$ cat src/rtl/gray_seq_pkg.sv
// Shared definitions for the Gray-code run-length sequencer:
// FSM state encoding and the binary-to-Gray conversion helper.
package gray_seq_pkg;

    localparam logic [1:0] ST_IDLE = 2'b00;
    localparam logic [1:0] ST_RUN  = 2'b01;
    localparam logic [1:0] ST_HOLD = 2'b10;
    localparam logic [1:0] ST_DONE = 2'b11;

    // Widest counter the helper supports; callers cast to their own width.
    localparam int GRAY_MAX_W = 32;

    function automatic logic [GRAY_MAX_W-1:0] bin2gray(input logic [GRAY_MAX_W-1:0] bin);
        return bin ^ (bin >> 1);
    endfunction

endpackage

$ cat src/rtl/gray_seq_core.sv
// Gray counter datapath: binary count, its registered Gray code and a
// one-cycle wrap pulse. clr forces the count to zero; en performs one advance.
// Optional feature macro: GRAY_SEQ_DOWN_EN (adds dir, 1 = count down).
module gray_seq_core
    import gray_seq_pkg::*;
#(
    parameter int WIDTH = 4
) (
    input  logic             clk,
    input  logic             rst,
    input  logic             clr,
    input  logic             en,
`ifdef GRAY_SEQ_DOWN_EN
    input  logic             dir,
`endif
    output logic [WIDTH-1:0] bin,
    output logic [WIDTH-1:0] gray,
    output logic             wrap_pulse
);

    logic [WIDTH-1:0] bin_q,  bin_d;
    logic [WIDTH-1:0] gray_q, gray_d;
    logic             wrap_q, wrap_d;
    logic             down;

`ifdef GRAY_SEQ_DOWN_EN
    assign down = dir;
`else
    assign down = 1'b0;
`endif

    // Next count: clear wins over advance; wrap flags the max<->0 crossing.
    always_comb begin
        bin_d  = bin_q;
        wrap_d = 1'b0;
        if (clr) begin
            bin_d = '0;
        end else if (en) begin
            if (down) begin
                bin_d  = bin_q - WIDTH'(1);
                wrap_d = (bin_q == '0);
            end else begin
                bin_d  = bin_q + WIDTH'(1);
                wrap_d = (bin_q == {WIDTH{1'b1}});
            end
        end
        gray_d = WIDTH'(bin2gray(GRAY_MAX_W'(bin_d)));
    end

    // Count, Gray code and wrap pulse all register together.
    always_ff @(posedge clk or posedge rst) begin
        if (rst) begin
            bin_q  <= '0;
            gray_q <= '0;
            wrap_q <= 1'b0;
        end else begin
            bin_q  <= bin_d;
            gray_q <= gray_d;
            wrap_q <= wrap_d;
        end
    end

    assign bin        = bin_q;
    assign gray       = gray_q;
    assign wrap_pulse = wrap_q;

endmodule

$ cat src/rtl/gray_seq_ctrl.sv
// Run-length sequencer: advances a Gray counter exactly run_len times,
// with stop/pause control, busy status and done/wrap pulses.
// Optional feature macro: GRAY_SEQ_DOWN_EN (adds dir input for down-counting).
module gray_seq_ctrl
    import gray_seq_pkg::*;
#(
    parameter int WIDTH = 4,
    parameter int LEN_W = 8
) (
    input  logic             clk,
    input  logic             rst,
    input  logic             start,
    input  logic             stop,
    input  logic             pause,
`ifdef GRAY_SEQ_DOWN_EN
    input  logic             dir,
`endif
    input  logic [LEN_W-1:0] run_len,
    output logic [WIDTH-1:0] gray_out,
    output logic [WIDTH-1:0] bin_out,
    output logic             busy,
    output logic             done,
    output logic             wrap
);

    logic [1:0]       state_q, state_d;
    logic [LEN_W-1:0] remaining_q, remaining_d;
    logic             clr;
    logic             en;

    // FSM and run-length bookkeeping; stop beats pause beats advance.
    always_comb begin
        state_d     = state_q;
        remaining_d = remaining_q;
        clr         = 1'b0;
        en          = 1'b0;
        case (state_q)
            ST_IDLE: begin
                if (start) begin
                    clr         = 1'b1;
                    remaining_d = run_len;
                    state_d     = (run_len == '0) ? ST_DONE : ST_RUN;
                end
            end
            ST_RUN: begin
                if (stop) begin
                    state_d = ST_IDLE;
                end else if (pause) begin
                    state_d = ST_HOLD;
                end else begin
                    en          = 1'b1;
                    remaining_d = remaining_q - LEN_W'(1);
                    if (remaining_q == LEN_W'(1)) begin
                        state_d = ST_DONE;
                    end
                end
            end
            ST_HOLD: begin
                // Leaving HOLD costs one edge; advancing resumes from RUN.
                if (stop) begin
                    state_d = ST_IDLE;
                end else if (!pause) begin
                    state_d = ST_RUN;
                end
            end
            ST_DONE: begin
                state_d = ST_IDLE;
            end
            default: begin
                state_d = ST_IDLE;
            end
        endcase
    end

    // Controller state registers.
    always_ff @(posedge clk or posedge rst) begin
        if (rst) begin
            state_q     <= ST_IDLE;
            remaining_q <= '0;
        end else begin
            state_q     <= state_d;
            remaining_q <= remaining_d;
        end
    end

    gray_seq_core #(
        .WIDTH(WIDTH)
    ) u_core (
        .clk       (clk),
        .rst       (rst),
        .clr       (clr),
        .en        (en),
`ifdef GRAY_SEQ_DOWN_EN
        .dir       (dir),
`endif
        .bin       (bin_out),
        .gray      (gray_out),
        .wrap_pulse(wrap)
    );

    assign busy = (state_q == ST_RUN) || (state_q == ST_HOLD);
    assign done = (state_q == ST_DONE);

endmodule

$ cat config.mk
export PLATFORM = sky130hd
export DESIGN_NAME = gray_seq_ctrl
export DESIGN_NICKNAME = d
export VERILOG_FILES = /design/src/rtl/gray_seq_pkg.sv /design/src/rtl/gray_seq_core.sv /design/src/rtl/gray_seq_ctrl.sv
export SDC_FILE = /design/constraint.sdc
export NUM_CORES = 1
export LEC_CHECK = 0
export CORE_MARGIN = 4
export CORE_UTILIZATION = 50
export DETAILED_ROUTE_END_ITERATION = 16
export GPL_ROUTABILITY_DRIVEN = 0
export PLACE_DENSITY = 0.79
export SLEW_MARGIN = 20
export SYNTH_ARGS = -nofsm -noshare
export SYNTH_HDL_FRONTEND = slang
export SYNTH_SLANG_ARGS = --single-unit
$ cat constraint.sdc
create_clock -name clk -period 3.8 [get_ports clk]
set_input_delay 0.76 -clock clk [delete_from_list [all_inputs] [get_ports clk]]
set_output_delay 0.76 -clock clk [all_outputs]
set_load 0.05 [all_outputs]
* After elaboration in Yosys (flattened, before gate mapping)
Cells that the tools add are included.
** Word-level totals
- Output and inout bits :: 11
- Memory bits (writable) :: 0
- Bits in registers :: 19
- Latch bits :: 0
- Bits in read-only memories :: 0
- Memories :: 0
- Word-level logic and storage cells :: 45
- Bits of input ports :: 13
** Cells by class
- Equality and inequality tests :: 10
- $add $sub $neg :: 2
- Reductions and logical operators :: 6
- Shift operators :: 0
- Order comparisons :: 0
- Multiplexer cells :: 21
- Bitwise logic cells :: 1
- Multipliers :: 0
- Divide/modulo/power cells :: 0
** Operator list (count)
- 8-bit 2-to-1 mux :: 3
- 8-bit one-hot mux with 2 select lines :: 1
- 2-bit 2-to-1 mux :: 7
- 8-bit by 1-bit equality test with 1-bit output, second input constant :: 1
- 8-bit zero test :: 1
- 4-bit 2-to-1 mux :: 2
- 2-bit one-hot mux with 4 select lines :: 1
- 8-bit by 1-bit subtractor with 8-bit output, second input constant :: 1
- 1-bit 2-to-1 mux :: 7
- 2-bit inequality test, second input constant :: 3
- 4-bit by 1-bit adder with 4-bit output, second input constant :: 1
- 2-bit equality test, second input constant :: 2
- 4-bit equality test, second input constant :: 1
- 4-bit inequality test, second input constant :: 1
- 4-bit AND reduction :: 1
- 4-bit by 3-bit XOR with 4-bit output :: 1
- 3-bit inequality test, second input constant :: 1
- 3-bit AND reduction :: 1
- 2-bit by 1-bit equality test with 1-bit output, second input constant :: 1
- 2-bit zero test :: 1
- 2-bit nonzero test :: 1
- 1-bit logical OR :: 1

* Depth between registers and ports, before layout
Gate-level depths: netlist (run 1).
- Depth after elaboration :: 6
- Gate-level depth with buffers :: 8
- Mapped depth without buffers :: 6

* Modules after synthesis
Synthesis (run 1) repeated with hierarchy kept, for this count alone.
** Second synthesis, totals
- Cells, all modules :: 121
- Area, all modules :: 1106.1 um2
** Modules (own cells, without submodules)
- gray_seq_ctrl :: instances 1, cells an instance 88, area each 745.7 um2, seq. area each 250.2 um2
- gray_seq_core :: instances 1, cells an instance 33, area each 360.3 um2, seq. area each 200.2 um2

* Worst setup path before layout (run 1)
No wires, ideal clock.
- Path type :: input to register
- Start :: in pause
- End :: reg u_core.gray_q[2], in the netlist u_core.gray[2]
- Required time :: 3.672 ns
- Path slack :: 1.682 ns
- Arrival :: 1.990 ns
- Stages :: 4
- Setup time :: 0.128 ns
- Path buffers :: 0
- Cells stage by stage :: or3b_4 > or3_1 > a21oi_2 > mux2_1
** Between the ends
- Longest elaborated chain between the ends :: 6
** Ends and longest elaborated chain
- start: declaration :: RTL line gray_seq_ctrl.sv:14 : input logic pause,
- 1-bit 2-to-1 mux :: RTL line gray_seq_ctrl.sv:48 : end else if (pause) begin
- 1-bit 2-to-1 mux :: RTL line gray_seq_ctrl.sv:46 : if (stop) begin
- 1-bit 2-to-1 mux :: RTL line gray_seq_ctrl.sv:37 : case (state_q)
- 4-bit 2-to-1 mux :: RTL line gray_seq_core.sv:38 : end else if (en) begin
- 4-bit 2-to-1 mux :: RTL line gray_seq_core.sv:36 : if (clr) begin
- via u_core.bin_d[3] :: RTL line gray_seq_core.sv:21 : logic [WIDTH-1:0] bin_q, bin_d;
- 4-bit by 3-bit XOR with 4-bit output :: RTL line gray_seq_pkg.sv:14 : return bin ^ (bin >> 1);
- via u_core.gray_d[2] :: RTL line gray_seq_core.sv:22 : logic [WIDTH-1:0] gray_q, gray_d;
- end signal: assignment :: RTL line gray_seq_core.sv:58 : gray_q <= gray_d;
- end: declaration :: RTL line gray_seq_core.sv:22
The timed path passes the listed nets, and every way through them passes these cells.
A chain may end at the register's enable or synchronous reset.

* Worst setup path after layout (run 1)
- Start :: reg state_q[1]
- End :: reg u_core.gray_q[2], in the netlist u_core.gray[2]
** Between the ends
- Longest elaborated chain between the ends :: 5
- Elaborated cells on any way between the ends :: 7
- Those cells by class :: eq/ne: 1; mux: 4; bitwise: 1; reduce/logical: 1
** Ends and longest elaborated chain
- start: declaration :: RTL line gray_seq_ctrl.sv:26 : logic [1:0] state_q, state_d;
- start signal: assignment :: RTL line gray_seq_ctrl.sv:81 : state_q <= state_d;
- 2-bit by 1-bit equality test with 1-bit output :: RTL line gray_seq_ctrl.sv:37
- 1-bit 2-to-1 mux :: RTL line gray_seq_ctrl.sv:37
- 4-bit 2-to-1 mux :: RTL line gray_seq_core.sv:38
- 4-bit 2-to-1 mux * :: RTL line gray_seq_core.sv:36
- via u_core.bin_d[3] :: RTL line gray_seq_core.sv:21
- 4-bit by 3-bit XOR with 4-bit output * :: RTL line gray_seq_pkg.sv:14
- via u_core.gray_d[2] :: RTL line gray_seq_core.sv:22
Mark *: on every way through the listed nets, which the timed path passes. The rest lies on a longest branch.

==> summary.txt, run 1 <==
Drt
  • Post-DR wirelength/cell: 14.57 µm
  • Vias: 936
  • Final WL: 2.375 mm
  • Vias per cell: 5.742
  • Metal3 WL: 108 µm
  • M1 wire length: 1.151 mm
  • Iteration-0 DRC Markers: 19
  • Drt first pass iters: 4
  • Uppermost routed layer: met4
  • DRC viols: 0
  • Metal2 WL: 1.083 mm
  • Antenna Nets Post-Route: 0

Placed design
  • I/O Buffers: 23
  • DP HPWL: 1.773 mm
  • # placed instances: 159

Power
  • PwrDens: 737.3 nW/µm²
  • P_sw: 0.4665 mW
  • Combinational share of power: 54.6%
  • Peak supply drop: 0.0005252 V
  • Switch share: 46.10%
  • Internal power: 0.5455 mW
  • Part of the power in registers: 33.2%
  • Clock share of power: 12.2%
  • Leak pwr: 0.5904 nW

Timing
  • Final setup viols: 0
  • Achievable Freq: 368.7 MHz
  • Final min period: 2712 ps
  • RSZ-0062 raised after global routing: false
  • Final Cycle Share: 71.37%
  • Setup Total Neg Slack: 0 ps
  • Final Max Slew Viols: 0
  • Slew headroom: 48.55%
  • Worst Skew: 8.908 ps
  • Final Hold Viols: 0
  • Worst Tran Pin Value: 771.7 ps

Synth
  • Avg Inst Size Synth: 9.585 µm²
  • Gate Count Post-Synth: 115
  • Synth Net Count: 136
  • #FFs+latches synth: 18
  • Unique masters post-synth: 38
  • Syn. warnings: 0
  • Seq/Total Area, Yosys: 40.86%
  • Synthesized area: 1102 µm²

Floorplanning
  • Die X: 54.96 µm
  • Die height: 54.96 µm
  • Core area: 2022 µm²
  • Die area: 3020 µm²
  • Rows: 16
  • Boundary Pins: 24
  • Initial core utilization: 54.52%

Clocking
  • CTS H-tree depth: 1
  • Root Buffer Master: clkbuf_4
  • Clock Pin Slew Worst Setup and Hold Paths: 120 ps
  • Resize count post-CTS: 0
  • CTS tree: done
  • Hold Buf Count CTS: 0
  • Buffer levels on the longest clock path: 2
  • Worst skew pair latency: 300 ps
  • Clk sink count: 18
  • CTS Buf Count: 3
  • Post-CTS Setup Repair Bufs: 0

Layout
  • Non-filler cells, final: 163
  • Fillers: 165
  • Layout cells sized above 1: 5.147%
  • Layout net count: 158
  • P&R area growth vs syn: 24.52%
  • Antenna diode instance count: 0

Global routing
  • GRT Total Usage: 17.60%
  • Initial antenna violation count: 0
  • Largest net degree at the start of global routing: 27
  • First-pass GRT wire length: 3.843 mm
  • GRT overflow: 0
  • Number of global-route vias before repair: 892

Worst setup path
  • Reg2reg start: state_q[1]
  • Worst Path Required: 3980 ps
  • CP max stage delay: 670 ps
  • Flop-to-flop setup slack: 1090 ps
  • Arrival time worst endpoint: 2900 ps
  • Crit path to: u_core.gray[2]
  • Critical Path Source Type: flip-flop
  • Worst Reg-to-Reg Cells: 6
  • Max Fanout on Critical Path: 26
  • Critical Setup Path Class: flip-flop to flip-flop
  • CP cell instances: inv_1, ha_1, or3b_4, or3_1, a21oi_2, mux2_1
  • Setup crit end kind: flip-flop
  • Worst R2R End: u_core.gray[2]
  • Critical Path Slowest Stage Cell: ha_1
  • CP startpoint: state_q[1]

Run
  • Max Cap Viol: 0

Outcome
  • Status: completed

Min path
  • HP Class: flip-flop to flip-flop
-- kinds of logic after synthesis --
family	synth area share [%]
AND/OR/NAND/NOR	24.41
AO/OA/AOI/OAI	14.30
flip-flops	40.86
buffers and inverters	4.426
adder cells (fa/ha/maj)	9.081
XOR/XNOR	3.179
multiplexers	3.746
-- cells in the final DEF (no fill, tap or decap), drive strengths merged, types with 2 or more instances in the layout --
cell,instances
clkdlybuf4s50,23
dfrtp,18
nand2,12
ha,8
nor2,7
inv,5
a21oi,5
o21ai,5
nor3,4
o22a,4
nor3b,4
clkbuf,4
nand2b,3
nor2b,3
nor4,3
nand3,3
mux2i,3
a41oi,2
xnor2,2
xor2,2
o31ai,2
or3b,2
-- Yosys cell counts --
cell,n,area share (%)
and2_1,1,0.57
xnor2_1,2,1.6
buf_4,2,1.4
or3b_4,1,1.0
a21oi_1,4,1.8
dfrtp_1,18,41
nor3b_2,1,1.1
o22a_1,4,3.2
o21ai_0,1,0.45
nor2b_1,3,1.7
nor4_1,3,1.7
or3_1,1,0.57
nand2b_1,3,1.7
nor3b_1,3,2.0
nor3_1,4,1.8
inv_1,5,1.7
o31ai_1,2,1.4
nor4bb_1,1,0.91
a31oi_1,1,0.57
xor2_1,2,1.6
nor2_1,7,2.4
a21oi_2,1,0.79
mux2i_1,3,2.7
nand3_1,3,1.4
a221oi_1,1,0.79
or4_1,1,0.68
mux2_1,1,1.0
nand2_1,12,4.1
o21ai_1,4,1.8
and4bb_1,1,1.1
ha_1,8,9.1
a21o_1,1,0.68
clkbuf_1,4,1.4
a22oi_1,1,0.68
o22ai_1,1,0.57
or3b_1,1,0.79
and4_1,1,0.79
a41oi_1,2,1.6
-- critical path, delay by kind of cell (launching register included) --
| kind | cells | cell delay [ps] |
|---|---|---|
| AO/OA/AOI/OAI | 1 | 170 |
| flip-flops | 1 | 430 |
| adder cells (fa/ha/maj) | 1 | 670 |
| AND/OR/NAND/NOR | 2 | 860 |
| multiplexers | 1 | 340 |
| buffers and inverters | 1 | 120 |
-- layout make-up --
type	instances	area, µm²	area share [%]
Timing Repair Buffer	23	230.2	16.77
Multi-Input combinational cell	86	603.1	43.94
Tap cell	27	33.78	2.461
Clock buffer	4	36.28	2.644
Inverter	5	18.77	1.367
Sequential cell	18	450.4	32.82
-- power by group through the flow --
stage / combinational (mW) / clock, mW / sequential [mW]
2_1_floorplan: 0.383 / 0 / 0.375
3_5_place_dp: 0.551 / 0 / 0.337
3_3_place_gp: 0.539 / 0 / 0.333
5_1_grt: 0.611 / 0.131 / 0.345
4_1_cts: 0.555 / 0.122 / 0.333
6_report: 0.553 / 0.123 / 0.336
-- per-stage QoR --
step / util (%) / hold WS [ps] / setup WS (ps) / power, mW / instance area (µm²)
2_1_floorplan: - / 478.3 / 1682 / 0.7575 / 1102
3_3_place_gp: 66.09 / 499.8 / 1147 / 0.8716 / 1336
5_1_grt: 67.88 / 567.9 / 932.9 / 1.087 / 1373
3_5_place_dp: 66.09 / 507.0 / 1094 / 0.8876 / 1336
6_report: 67.88 / 541.3 / 1088 / 1.012 / 1373
4_1_cts: 67.88 / 537.1 / 1098 / 1.010 / 1373
-- worst min-delay path by stage --
stage	from	endpoint	slack, ps	depth (start not counted)
4_1_cts	remaining_q[7]	remaining_q[7]	540	1
2_1_floorplan	remaining_q[1]	remaining_q[1]	480	2
6_report	remaining_q[7]	remaining_q[7]	540	1
3_3_place_gp	remaining_q[7]	remaining_q[7]	500	1
5_1_grt	remaining_q[6]	remaining_q[6]	570	1
3_5_place_dp	remaining_q[7]	remaining_q[7]	510	1
-- routing by layer --
metal / vias to the layer above / GRT usage [%]
met5: - / 0
met4: 0 / 4.858
met3: 5 / 2.413
met2: 27 / 28.94
met1: 451 / 24.20
li1: 453 / -
-- flip-flops by register name (all words and copies together) (netlist names) --
register,count
u_core.wrap_pulse,1
u_core.bin,4
u_core.gray,3
remaining_q,8
state_q,2
(Power assumes the default switching activity.)
==> inputs of run 2 (changes only) <==
Settings changed: CORE_UTILIZATION 50 to 49, PLACE_DENSITY 0.79 to 0.78.
Clock period 3.8 ns to 2.5 ns, I/O delays scaled along.
==> run 2 against run 1 <==
Hold slack better by 6.7 ps. Core utilization is 1.2 points higher. Power is 53% higher. Design area is 2.7% higher. Final cell count is 3.1% higher. Via count is 4.5% lower. Worst setup slack worse by 930 ps. Register-to-register slack worse by 690 ps.
==> summary.txt, run 2 (synthesis results as in run 1) <==
Layout
  • Non-filler cells, final: 168 (was 163)
  • Layout cells sized above 1: 8.511% (was 5.147%)
  • Max reg flops: 8 (unchanged)
  • Layout net count: 163 (was 158)
  • Fillers: 169 (was 165)
  • P&R area growth vs syn: 27.92% (was 24.52%)
  • Reg with most FFs: remaining_q (unchanged)
  • Antenna diode instance count: 0 (unchanged)
  • Most common cell after layout, fill and taps aside: clkdlybuf4s50_1 (unchanged)
  • Most frequent cells in the layout: clkdlybuf4s50_1 (23), dfrtp_1 (18), nand2_1 (12) (unchanged)

Clocking
  • Resize count post-CTS: 0 (unchanged)
  • Root Buffer Master: clkbuf_4 (unchanged)
  • CTS tree: done (unchanged)
  • Clk sink count: 18 (unchanged)
  • Hold Buf Count CTS: 0 (unchanged)
  • CTS Buf Count: 3 (unchanged)
  • Buffer levels on the longest clock path: 2 (unchanged)
  • Worst skew pair latency: 290 ps (was 300 ps)
  • CTS H-tree depth: 1 (unchanged)
  • Post-CTS Setup Repair Bufs: 0 (unchanged)
  • Clock Pin Slew Worst Setup and Hold Paths: 110 ps (was 120 ps)

Timing
  • Final Cycle Share: 93.82%
  • Slew headroom: 54.17% (was 48.55%)
  • RSZ-0062 raised after global routing: false (unchanged)
  • Setup Total Neg Slack: 0 ps (unchanged)
  • Final Hold Viols: 0 (unchanged)
  • Achievable Freq: 426.4 MHz
  • Final Max Slew Viols: 0 (unchanged)
  • Worst Tran Pin Value: 686.6 ps (was 771.7 ps)
  • Final min period: 2345 ps
  • Final setup viols: 0 (unchanged)
  • Worst Skew: 9.803 ps (was 8.908 ps)

Global routing
  • Number of global-route vias before repair: 891 (was 892)
  • GRT Total Usage: 16.00% (was 17.60%)
  • Largest net degree at the start of global routing: 26 (was 27)
  • GRT overflow: 0 (unchanged)
  • Initial antenna violation count: 0 (unchanged)
  • First-pass GRT wire length: 4.084 mm (was 3.843 mm)

Power
  • PwrDens: 1101 nW/µm² (was 737.3 nW/µm²)
  • Peak supply drop: 0.0008267 V (was 0.0005252 V)
  • Leak pwr: 0.6138 nW (was 0.5904 nW)

Drt
  • Post-DR wirelength/cell: 13.42 µm (was 14.57 µm)
  • Final WL: 2.254 mm (was 2.375 mm)
  • Drt first pass iters: 4 (unchanged)
  • Antenna Nets Post-Route: 0 (unchanged)
  • Vias per cell: 5.321 (was 5.742)
  • Vias: 894 (was 936)
  • Uppermost routed layer: met4 (unchanged)
  • DRC viols: 0 (unchanged)
  • Iteration-0 DRC Markers: 15 (was 19)
  • M1 wire length: 1.120 mm (was 1.151 mm)
  • Metal2 WL: 1.044 mm (was 1.083 mm)
  • Metal3 WL: 75 µm (was 108 µm)

Floorplanning
  • Die area: 3072 µm² (was 3020 µm²)
  • Initial core utilization: 53.98% (was 54.52%)
  • Die X: 55.43 µm (was 54.96 µm)
  • Core area: 2042 µm² (was 2022 µm²)
  • Rows: 16 (unchanged)
  • Die height: 55.43 µm (was 54.96 µm)
  • Boundary Pins: 24 (unchanged)

Placed design
  • # placed instances: 164 (was 159)
  • I/O Buffers: 23 (unchanged)
  • DP HPWL: 1.760 mm (was 1.773 mm)

Min path
  • Hold wc startpoint: remaining_q[0] (was remaining_q[7])
  • HP Class: flip-flop to flip-flop (unchanged)
  • WHS Path Cells: 1 (unchanged)
  • WHS Endpoint: remaining_q[0] (was remaining_q[7])

Worst setup path
  • Setup crit end kind: primary output (was flip-flop)
  • Arrival time worst endpoint: 1850 ps (was 2900 ps)
  • Flop-to-flop setup slack: 400 ps (was 1090 ps)
  • Critical Path Source Type: flip-flop (unchanged)
  • Max Fanout on Critical Path: 4 (was 26)
  • Reg2reg start: state_q[1] (unchanged)
  • Worst Path Required: 2000 ps (was 3980 ps)
  • Worst Reg-to-Reg Cells: 6 (unchanged)
  • Critical Setup Path Class: flip-flop to primary output (was flip-flop to flip-flop)
  • Worst R2R End: u_core.gray[2] (unchanged)

Outcome
  • Status: completed (unchanged)

Run
  • Max Cap Viol: 0 (unchanged)
-- run 2: cell count changes in the layout (fill, tap and decap cells not counted) --
cell and change:
buf_4 +5
-- run 2: report_power, final --
group          switching, mW  internal [mW]  leakage, nW
combinational          0.502          0.372        0.366
sequential             0.104          0.397        0.227
clock                 0.0891         0.0886       0.0210
total                  0.695          0.858        0.614
-- run 2: critical path: stages (launching register included) --
cell and delay [ps]:
dfrtp_1 390, inv_1 100, ha_1 280, clkdlybuf4s50_1 790
-- run 2: how the worst max path moves through the flow --
stage                          start             end  slack (ps)
after floorplan           state_q[1]  u_core.gray[2]         410
after global placement         pause  u_core.gray[2]         170
after detailed placement       pause  u_core.gray[2]         130
after CTS                 state_q[0]            busy         130
after global routing      state_q[0]            busy          60
final                     state_q[0]            busy         150
-- run 2: metal layers --
layer  track usage, %  vias up
met5                0        -
met4            6.250        0
met3            2.797        2
met2            24.83       15
met1            22.00      412
li1                 -      465
-- run 2: layout make-up --
| type | instances | area (µm²) | share of cell area [%] |
|---|---|---|---|
| multi-input combinational | 86 | 603.1 | 42.77 |
| inverter | 5 | 18.77 | 1.331 |
| clock buffer | 4 | 36.28 | 2.573 |
| timing repair buffer | 28 | 267.8 | 18.99 |
| tap | 27 | 33.78 | 2.396 |
| sequential | 18 | 450.4 | 31.94 |
-- run 2: stage by stage --
step                      hold WS, ps  power [mW]  util (%)  area [µm²]  setup WS (ps)
after global routing            577.8       1.687     69.06        1410          60.55
after floorplan                 438.6       1.151         -        1102          414.0
final                           548.0       1.553     69.06        1410          154.6
after CTS                       553.4       1.568     69.06        1410          128.0
after global placement          512.3       1.354     67.28        1374          165.8
after detailed placement        527.8       1.381     67.28        1374          125.7
